--- config.mk ---
export PLATFORM = sky130hd
export DESIGN_NAME = multi_switch_cleaner
export DESIGN_NICKNAME = d
export VERILOG_FILES = /design/src/rtl/multi_switch_cleaner.sv
export SDC_FILE = /design/constraint.sdc
export NUM_CORES = 1
export LEC_CHECK = 0
export CAP_MARGIN = 5
export CORE_UTILIZATION = 25
export CTS_BUF_LIST = sky130_fd_sc_hd__clkbuf_16
export CTS_CLUSTER_SIZE = 25
export DETAILED_ROUTE_END_ITERATION = 7
export PLACE_DENSITY_LB_ADDON = 0.1
export SKIP_LAST_GASP = 1
export SYNTH_ARGS = -nofsm -noshare
export SYNTH_HDL_FRONTEND = slang
export SYNTH_HIERARCHICAL = 1
export SYNTH_SLANG_ARGS = --single-unit
--- constraint.sdc ---
create_clock -name clock -period 1.9 [get_ports clock]
set_clock_uncertainty 0.2 [all_clocks]
set_input_delay 0.38 -clock clock [delete_from_list [all_inputs] [get_ports clock]]
set_output_delay 0.38 -clock clock [all_outputs]
set_load 0.01 [all_outputs]
--- src/rtl/multi_switch_cleaner.sv ---
// multi_switch_cleaner
//   Multi-channel mechanical-switch cleaner. Each raw input is synchronised,
//   sampled on a shared prescaled tick and accepted only after STABLE_TICKS
//   consecutive equal samples. Accepted edges (per EDGE_MODE) and optional
//   auto-repeat while held high produce one-clock pulses on clean.
//
// Ports
//   clock   system clock, rising edge
//   reset   synchronous, active-high
//   raw     [CHANNELS] asynchronous raw switch levels
//   clean   [CHANNELS] one-cycle event pulses
//   level   [CHANNELS] debounced levels
//   enable  sample tick, one cycle every TICK_DIV cycles
//   busy    any channel currently confirming a change

module msc_channel #(
    parameter int STABLE_TICKS = 3,
    parameter int EDGE_MODE    = 0,
    parameter int REPEAT_TICKS = 0
) (
    input  logic clock,
    input  logic reset,
    input  logic tick,
    input  logic raw_s,
    output logic clean,
    output logic level,
    output logic busy
);
    localparam int CW = $clog2(STABLE_TICKS + 1);
    localparam int RW = (REPEAT_TICKS > 0) ? $clog2(REPEAT_TICKS + 1) : 1;
    // Comparing against terminal-1 before incrementing keeps counters from
    // ever holding a value past their terminal count.
    localparam logic [CW-1:0] ST_LAST  = CW'(STABLE_TICKS - 1);
    localparam logic [RW-1:0] REP_LAST = RW'(REPEAT_TICKS - 1);
    localparam logic PULSE_RISE = (EDGE_MODE == 0) || (EDGE_MODE == 2);
    localparam logic PULSE_FALL = (EDGE_MODE == 1) || (EDGE_MODE == 2);

    typedef enum logic [1:0] {LOW, RISE_WAIT, HIGH, FALL_WAIT} state_t;

    state_t        state, state_n;
    logic [CW-1:0] cnt, cnt_n;
    logic [RW-1:0] rep, rep_n;
    logic          pulse_n, level_n;

    always_ff @(posedge clock) begin
        if (reset) begin
            state <= LOW;
            cnt   <= '0;
            rep   <= '0;
            clean <= 1'b0;
            level <= 1'b0;
        end else begin
            state <= state_n;
            cnt   <= cnt_n;
            rep   <= rep_n;
            clean <= pulse_n;
            level <= level_n;
        end
    end

    always_comb begin
        state_n = state;
        cnt_n   = cnt;
        rep_n   = rep;
        pulse_n = 1'b0;
        level_n = level;
        if (tick) begin
            case (state)
                LOW: begin
                    rep_n = '0;
                    if (raw_s) begin
                        if (STABLE_TICKS == 1) begin
                            state_n = HIGH;
                            cnt_n   = '0;
                            level_n = 1'b1;
                            pulse_n = PULSE_RISE;
                        end else begin
                            state_n = RISE_WAIT;
                            cnt_n   = CW'(1);
                        end
                    end
                end
                RISE_WAIT: begin
                    rep_n = '0;
                    if (!raw_s) begin
                        state_n = LOW;
                        cnt_n   = '0;
                    end else if (cnt == ST_LAST) begin
                        state_n = HIGH;
                        cnt_n   = '0;
                        level_n = 1'b1;
                        pulse_n = PULSE_RISE;
                    end else begin
                        cnt_n = cnt + CW'(1);
                    end
                end
                HIGH: begin
                    if (!raw_s) begin
                        rep_n = '0;
                        if (STABLE_TICKS == 1) begin
                            state_n = LOW;
                            cnt_n   = '0;
                            level_n = 1'b0;
                            pulse_n = PULSE_FALL;
                        end else begin
                            state_n = FALL_WAIT;
                            cnt_n   = CW'(1);
                        end
                    end else if (REPEAT_TICKS > 0) begin
                        // Auto-repeat fires independently of EDGE_MODE.
                        if (rep == REP_LAST) begin
                            pulse_n = 1'b1;
                            rep_n   = '0;
                        end else begin
                            rep_n = rep + RW'(1);
                        end
                    end
                end
                FALL_WAIT: begin
                    rep_n = '0;
                    if (raw_s) begin
                        // Bounce back: re-enter HIGH with a fresh repeat count.
                        state_n = HIGH;
                        cnt_n   = '0;
                    end else if (cnt == ST_LAST) begin
                        state_n = LOW;
                        cnt_n   = '0;
                        level_n = 1'b0;
                        pulse_n = PULSE_FALL;
                    end else begin
                        cnt_n = cnt + CW'(1);
                    end
                end
                default: begin
                    state_n = LOW;
                    cnt_n   = '0;
                    rep_n   = '0;
                end
            endcase
        end
    end

    assign busy = (state == RISE_WAIT) || (state == FALL_WAIT);
endmodule

module multi_switch_cleaner #(
    parameter int CHANNELS     = 4,
    parameter int TICK_DIV     = 4,
    parameter int STABLE_TICKS = 3,
    parameter int EDGE_MODE    = 0,
    parameter int REPEAT_TICKS = 0
) (
    input  logic                clock,
    input  logic                reset,
    input  logic [CHANNELS-1:0] raw,
    output logic [CHANNELS-1:0] clean,
    output logic [CHANNELS-1:0] level,
    output logic                enable,
    output logic                busy
);
    localparam int PW = (TICK_DIV > 1) ? $clog2(TICK_DIV) : 1;
    localparam logic [PW-1:0] PTERM = PW'(TICK_DIV - 1);

    logic [PW-1:0]       pcnt;
    logic [CHANNELS-1:0] raw_m, raw_s, busy_v;

    // Prescaler; enable is registered so it is glitch-free for the FSMs.
    always_ff @(posedge clock) begin
        if (reset) begin
            pcnt   <= '0;
            enable <= 1'b0;
        end else begin
            enable <= (pcnt == PTERM);
            pcnt   <= (pcnt == PTERM) ? '0 : pcnt + PW'(1);
        end
    end

    // Two-flop synchroniser; only raw_s is used downstream.
    always_ff @(posedge clock) begin
        if (reset) begin
            raw_m <= '0;
            raw_s <= '0;
        end else begin
            raw_m <= raw;
            raw_s <= raw_m;
        end
    end

    for (genvar c = 0; c < CHANNELS; c++) begin : g_ch
        msc_channel #(
            .STABLE_TICKS(STABLE_TICKS),
            .EDGE_MODE   (EDGE_MODE),
            .REPEAT_TICKS(REPEAT_TICKS)
        ) u_ch (
            .clock(clock),
            .reset(reset),
            .tick (enable),
            .raw_s(raw_s[c]),
            .clean(clean[c]),
            .level(level[c]),
            .busy (busy_v[c])
        );
    end

    assign busy = |busy_v;
endmodule

---- Word level (Yosys, flattened, before mapping) ----
Index checks and enable logic that the tools add are counted.
storage, ports and cells
  register bits after elaboration ......... 35
  input port bits ......................... 6
  output and inout bits ................... 10
  logic and storage cells ................. 185
cells by class
  add/subtract/negate cells ............... 5
  equality and inequality tests ........... 49
  multiplexer cells ....................... 72
  bitwise operators ....................... 9
  reductions and logical operators ........ 30
operator list
  operator                                             number
  2-to-1 mux 2 bit                                     40
  case mux 2 bit (4 select lines)                      8
  != test 2 bit, second input constant                 16
  equality test 2 bit, second input constant           13
  != test 3 x 2 -> 1 bit, second input constant        8
  AND reduction 6 bit                                  4
  2-to-1 mux 1 bit                                     20
  AND reduction 5 bit                                  4
  OR reduction 4 bit                                   5
  != test 2 x 1 -> 1 bit, second input constant        8
  AND reduction 3 bit                                  4
  adder 2 x 1 -> 2 bit, second input constant          5
  inverter 1 bit                                       9
  equality test 2 x 1 -> 1 bit, second input constant  4
  zero test 2 bit                                      4
  case mux 1 bit (2 select lines)                      4
  nonzero test 2 bit                                   4
  logical OR 1 bit                                     4
  OR reduction 2 bit                                   1

---- Logic depth before layout (Yosys ltp) ----
Gate-level depths: netlist of the first run.
  depth after elaboration ................. 4
  gate-level depth with buffers ........... 3

---- Hierarchy ----
Netlist of the first run, hierarchy kept.
by module, submodules not included
  module                instances  cells each  area each (um^2)  seq. area each (um^2)
  msc_channel           4          29          297.8             120.1
  multi_switch_cleaner  1          25          316.6             220.2

---- Least setup slack after synthesis of the first run ----
No wires, ideal clock.
  path type ............................... register to register
  start ................................... register enable
  end ..................................... register g_ch[0].u_ch.level
  library setup time ...................... 0.095 ns
  data arrival time ....................... 1.501 ns
  data required time ...................... 1.605 ns
  slack ................................... 0.104 ns
  cell stages (with the launch flop) ...... 4
  buffers on the path ..................... 0
  clock period less this slack ............ 1.796 ns
  cells stage by stage .................... dfxtp_1 nand4b_2 o21bai_1 a221oi_1
between the ends
  word-level cells in the longest chain between the ends .. 1
RTL lines
  element                        line  source
  start, declared                158   output logic enable,
  start signal, assigned         173   enable <= (pcnt == PTERM);
  AND reduction 6 bit (no line)  -
  end signal, assigned           57    level <= level_n;
  end, declared                  26    output logic level,
Every way passes these cells.
A chain may end at the register's enable or synchronous reset.

---- Final worst setup path of the first run ----
  start ................................... register g_ch[1].u_ch.state[0]
  end ..................................... output port busy
between the ends
  word-level cells in the longest chain between the ends .. 3
  elaborated cells on any way between the ends .. 4
  those cells by class .................... eq/ne: 2; reduce/logical: 2
RTL lines
  element                                                                     line  source
  start, declared                                                             40    state_t state, state_n;
  start signal, assigned                                                      53    state <= state_n;
  equality test 2 x 1 -> 1 bit / equality test 2 bit (equally long branches)  143   assign busy = (state == RISE_WAIT) || (state == FALL_WAIT);
  logical OR 1 bit (*)                                                        143
  OR reduction 4 bit (*)                                                      205   assign busy = |busy_v;
  end, declared                                                               159   output logic busy
Every way passes the cells marked *; elsewhere a longest branch is shown, timed or not.

==> metrics, run 1 <==
top-count cell post-synth=dfxtp_1; Final Hold Viols=0; slew at the pin with the worst max-slew slack=0.311 ns; top_reg_cell synth=dfxtp_1; Yosys cell types=26; commonest cells in the netlist=dfxtp_1, a21oi_1, mux2i_1, nor4b_1, nor2b_1; first drt pass iteration count=4; # diodes=0; WP buf/inv=1; Clock Latency Late Sink=0.27 ns; placed inst area=1790 sq um; first-pass GRT wire length=4.64 mm; worst r2r src=enable; Post-Route WL=2.70 mm; Setup Viol. Count Final=0; H-tree levels=2; syn_nets=148; fmax=0.554 GHz; number of CTS-inserted buffers=5; total power density per cell area=826 nW/um^2; Synth top area share=0.465; CTS tree=built; Hold Path Origin=pcnt[0]; synth warn=6; Starting DRT DRC Count=39; largest net degree at the start of global routing=30; highest metal layer with signal wires=met4; Core Util, Final=0.338; critical-path cell list=or4_1, buf_2; average wire per standard cell=11.5 microns; #FFs+latches synth=35; Final ANT Viol Nets=0; Final Max Tran Viols=0; Critical Path AT=1.23 ns; max_cap viols=0; Seq/Total Area, Yosys=0.465; Worst path max stage delay=0.50 ns; Ports=16; worst-path fanout max=2; layout cell share with drive strength beyond 1=0.172; Die Span X=79.7 microns; Vias=1,103; Worst Setup End Kind=output port; top cell type by total area after synthesis=dfxtp_1; Slowest cell on crit path=or4_1; # nets final=170; Final Instance Area=1920 sq um; setup TNS=0 ns; number of global-route vias before repair=1,011; initial core utilization=0.266; Syn Inst Count=141; maximum clock insertion buffer count=2; GP Congestion=0.642; CP Data Required Time=1.32 ns; startpoint types=register; total gr overflow=0; core area=5680 sq um; Max VDD drop=0.327 mV; DP HPWL=1.85 mm; Port Buf Inserts=15; hold buffer count at CTS=0; drt drc=0; met1 WL=1.32 mm; min cycle time layout=1.81 ns; Relative slew margins=0.792; wire length on met3=105 microns; critical path class=reg -> out; synthesized area=1510 sq um; Met2 Wirelength=1.23 mm; Post-synth EDFFs=0; CP startpoint=g_ch[1].u_ch/state[0]; share of synthesized registers carrying an async set or reset=0; Leak Pwr=0.830 nW; unrepaired setup endpoints after global routing=no; Sink Count=35; status=complete, no violations; CP delay by family, top=simple AND/OR/NAND/NOR gates; Final Cycle Share=0.950; Avg Inst Size Synth=10.7 sq um; Die H=79.7 microns; clock root buffer=clkbuf_16; DR vias/cell=4.69; Die ar.=6350 sq um; Hold Path Class=reg -> reg; Synth-to-Final Area Change=27.2%; clk slew on worst S/H paths=0.05 ns; num rows=27; initial antenna violation count=0; gr usage total=0.0949; synth top area cells=dfxtp_1, mux2i_1, nor4b_1
## cells by family after synthesis
kind of cell / Yosys count / share of synthesized area
buffers and inverters: 13 / 0.0357
AO/OA/AOI/OAI: 20 / 0.0896
flip-flops: 35 / 0.465
multiplexers: 12 / 0.0830
XOR/XNOR: 4 / 0.0232
AND/OR/NAND/NOR: 56 / 0.295
adder cells (fa/ha/maj): 1 / 0.00830
## path summary, 6_finish.rpt
| path | to | slack, ns | cells past startpoint |
|---|---|---|---|
| setup reg to reg | g_ch[2].u_ch/level | 0.36 | 4 |
| hold / removal | pcnt[0] | 0.22 | 1 |
| setup / recovery | busy | 0.09 | 2 |
| hold reg to reg | pcnt[0] | 0.22 | 1 |
## worst register-to-register path: stages, from the launching register on
cell	delay, ns
dfxtp_1	0.38
buf_4	0.22
nand4b_2	0.17
o21bai_1	0.19
a221oi_1	0.28
## routing by layer
metal / vias to the layer above / GRT usage
li1: 559 / -
met1: 522 / 0.118
met2: 16 / 0.145
met3: 6 / 0.0309
met4: 0 / 0.0491
met5: - / 0
## power breakdown
group / internal (mW) / switching [mW]
Sequential: 0.750 / 0.00968
Combinational: 0.0375 / 0.0340
Clock: 0.470 / 0.282
Total: 1.26 / 0.326
## layout make-up
type	instances	area [sq um]
Fill cell	583	3760
Multi-Input combinational cell	93	753
Sequential cell	35	701
Timing Repair Buffer	24	225
Clock buffer	5	125
Tap cell	72	90.1
Inverter	4	15.0
Clock inverter	2	8.76
## repair_timing
action | 4_1_cts | 5_1_grt
resized for setup | 4 | 0
endpoints found under the setup margin | 1 | 0
setup buffers | 0 | 0
## placed cells by master, fill, tap and decap left out, drive strengths merged, types with 5 or more instances in the layout
cell type      synthesis  layout
clkdlybuf4s50          0      14
nand4b                 8       8
dfxtp                 35      35
clkbuf                 9       5
a21oi                  8       8
nor3b                  9       9
nor4b                  8       8
nor2b                  6       6
mux2i                  8       8
buf                    0      10
## metrics by stage
step,setup WS (ns),total power [mW],hold WS (ns),instances
6_report,0.0943,1.58,0.216,235
5_1_grt,0.0380,1.66,0.230,235
4_1_cts,0.0788,1.61,0.223,235
3_5_place_dp,0.0377,0.849,0.210,228
3_3_place_gp,0.0447,0.845,0.207,228
2_1_floorplan,0.104,0.815,0.198,141
Power figures use the tool's default switching activity.
==> inputs of run 2 (changes only) <==
--- a/config.mk
+++ b/config.mk
@@ -11,6 +11,7 @@
 export CTS_CLUSTER_SIZE = 25
 export DETAILED_ROUTE_END_ITERATION = 7
 export PLACE_DENSITY_LB_ADDON = 0.1
+export RECOVER_POWER = 25
 export SKIP_LAST_GASP = 1
 export SYNTH_ARGS = -nofsm -noshare
 export SYNTH_HDL_FRONTEND = slang
==> run 2 against run 1 <==
Compared with the run above: combinational power decreased by 3.2%; sequential cell count unchanged; first-iteration DRC count decreased by 5.1%; routed wire length decreased by 0.26%; cell count unchanged; total power decreased by 0.11%; critical path depth unchanged; hold slack about the same; clock power about the same; critical path type unchanged; highest routed layer unchanged.
==> metrics, run 2 (synthesis results as in run 1) <==
status=complete, no violations; core area=5680 sq um; commonest non-fill, non-tap cell in the layout=dfxtp_1; Clock Latency Late Sink=0.27 ns; hold buffer count at CTS=0; startpoint types=register; total power=1.58 mW; drt drc=0; max_cap viols=0; CTS tree=built; Post-Route WL=2.70 mm; final std cells w/o fill=235; Port Buf Inserts=15; layout cell share with drive strength beyond 1=0.160; gr usage total=0.0949; # nets final=170; Starting DRT DRC Count=37; slew at the pin with the worst max-slew slack=0.428 ns; Final Instance Area=1910 sq um; Ports=16; # diodes=0; min cycle time layout=1.81 ns; DP HPWL=1.85 mm; placed inst area=1790 sq um; Vias=1,106; fmax=0.554 GHz; Cells after DPL=228; initial antenna violation count=0; num rows=27; Worst Setup End Kind=output port; number of global-route vias before repair=1,011; Hold Path Class=reg -> reg; Max VDD drop=0.327 mV; CP Data Required Time=1.32 ns; first drt pass iteration count=4; Leak Pwr=0.823 nW; clock root buffer=clkbuf_16; first-pass GRT wire length=4.64 mm; number of CTS-inserted buffers=5; Core Util, Final=0.337; GP Congestion=0.642; initial core utilization=0.266; Die ar.=6350 sq um; average wire per standard cell=11.5 microns; Die H=79.7 microns; Final Max Tran Viols=0; DR vias/cell=4.71; commonest non-fill, non-tap cells in the layout=dfxtp_1, clkdlybuf4s50_1, a21oi_1, nor4b_1, mux2i_1; maximum clock insertion buffer count=2; total power density per cell area=828 nW/um^2; Sink Count=35; critical path class=reg -> out; Die Span X=79.7 microns; worst-path fanout max=2; unrepaired setup endpoints after global routing=no; clk slew on worst S/H paths=0.05 ns; total gr overflow=0; Critical Path AT=1.23 ns; Setup Buffers After CTS=0; Final ANT Viol Nets=0; Setup Viol. Count Final=0; setup TNS=0 ns; Relative slew margins=0.715; largest net degree at the start of global routing=30; Synth-to-Final Area Change=26.7%; Final Cycle Share=0.951; post-cts sizing count=4; H-tree levels=2; Final Hold Viols=0
==> run 2: cell types whose count changed in the layout (fill, tap and decap cells not counted) <==
cell	before	now
clkdlybuf4s50_1	14	13
clkbuf_1	0	2
dlygate4sd3_1	0	1
buf_4	8	6
==> run 2: layout make-up <==
type | count | area [sq um]
Fill cell | 585 | 3760
Tap cell | 72 | 90.1
Sequential cell | 35 | 701
Timing Repair Buffer | 24 | 218
Multi-Input combinational cell | 93 | 753
Clock buffer | 5 | 125
Inverter | 4 | 15.0
Clock inverter | 2 | 8.76
==> run 2: metrics by stage <==
stage / setup WS, ns / hold slack (ns)
finish: 0.0940 / 0.216
global route: 0.0380 / 0.230
detailed placement: 0.0377 / 0.210
CTS: 0.0788 / 0.223
floorplan: 0.104 / 0.198
global placement: 0.0447 / 0.207
==> run 2: path summary, 6_finish.rpt <==
path | from | cells past startpoint | slack [ns] | endpoint
hold reg to reg | pcnt[0] | 1 | 0.22 | pcnt[0]
setup / recovery | g_ch[1].u_ch/state[0] | 2 | 0.09 | busy
hold / removal | pcnt[0] | 1 | 0.22 | pcnt[0]
setup reg to reg | enable | 4 | 0.36 | g_ch[2].u_ch/level
==> run 2: layer usage <==
metal  track usage  share of wire  up-vias  wire (microns)
met1         0.118           0.48      524            1300
met2         0.145           0.46       16            1230
met3        0.0309          0.042        7             112
li1              -              -      559               -
met5             0              0        -               0
met4        0.0491          0.018        0              48
==> run 2: power breakdown <==
group	internal, mW	leakage (nW)	switching [mW]
sequential	0.750	0.284	0.00967
combinational	0.0352	0.472	0.0340
clock	0.470	0.0671	0.283
total	1.26	0.823	0.327
==> run 2: worst max-delay path: stages, from the launching register on <==
cell and delay [ns]:
dfxtp_1 0.30, or4_1 0.50, buf_2 0.15
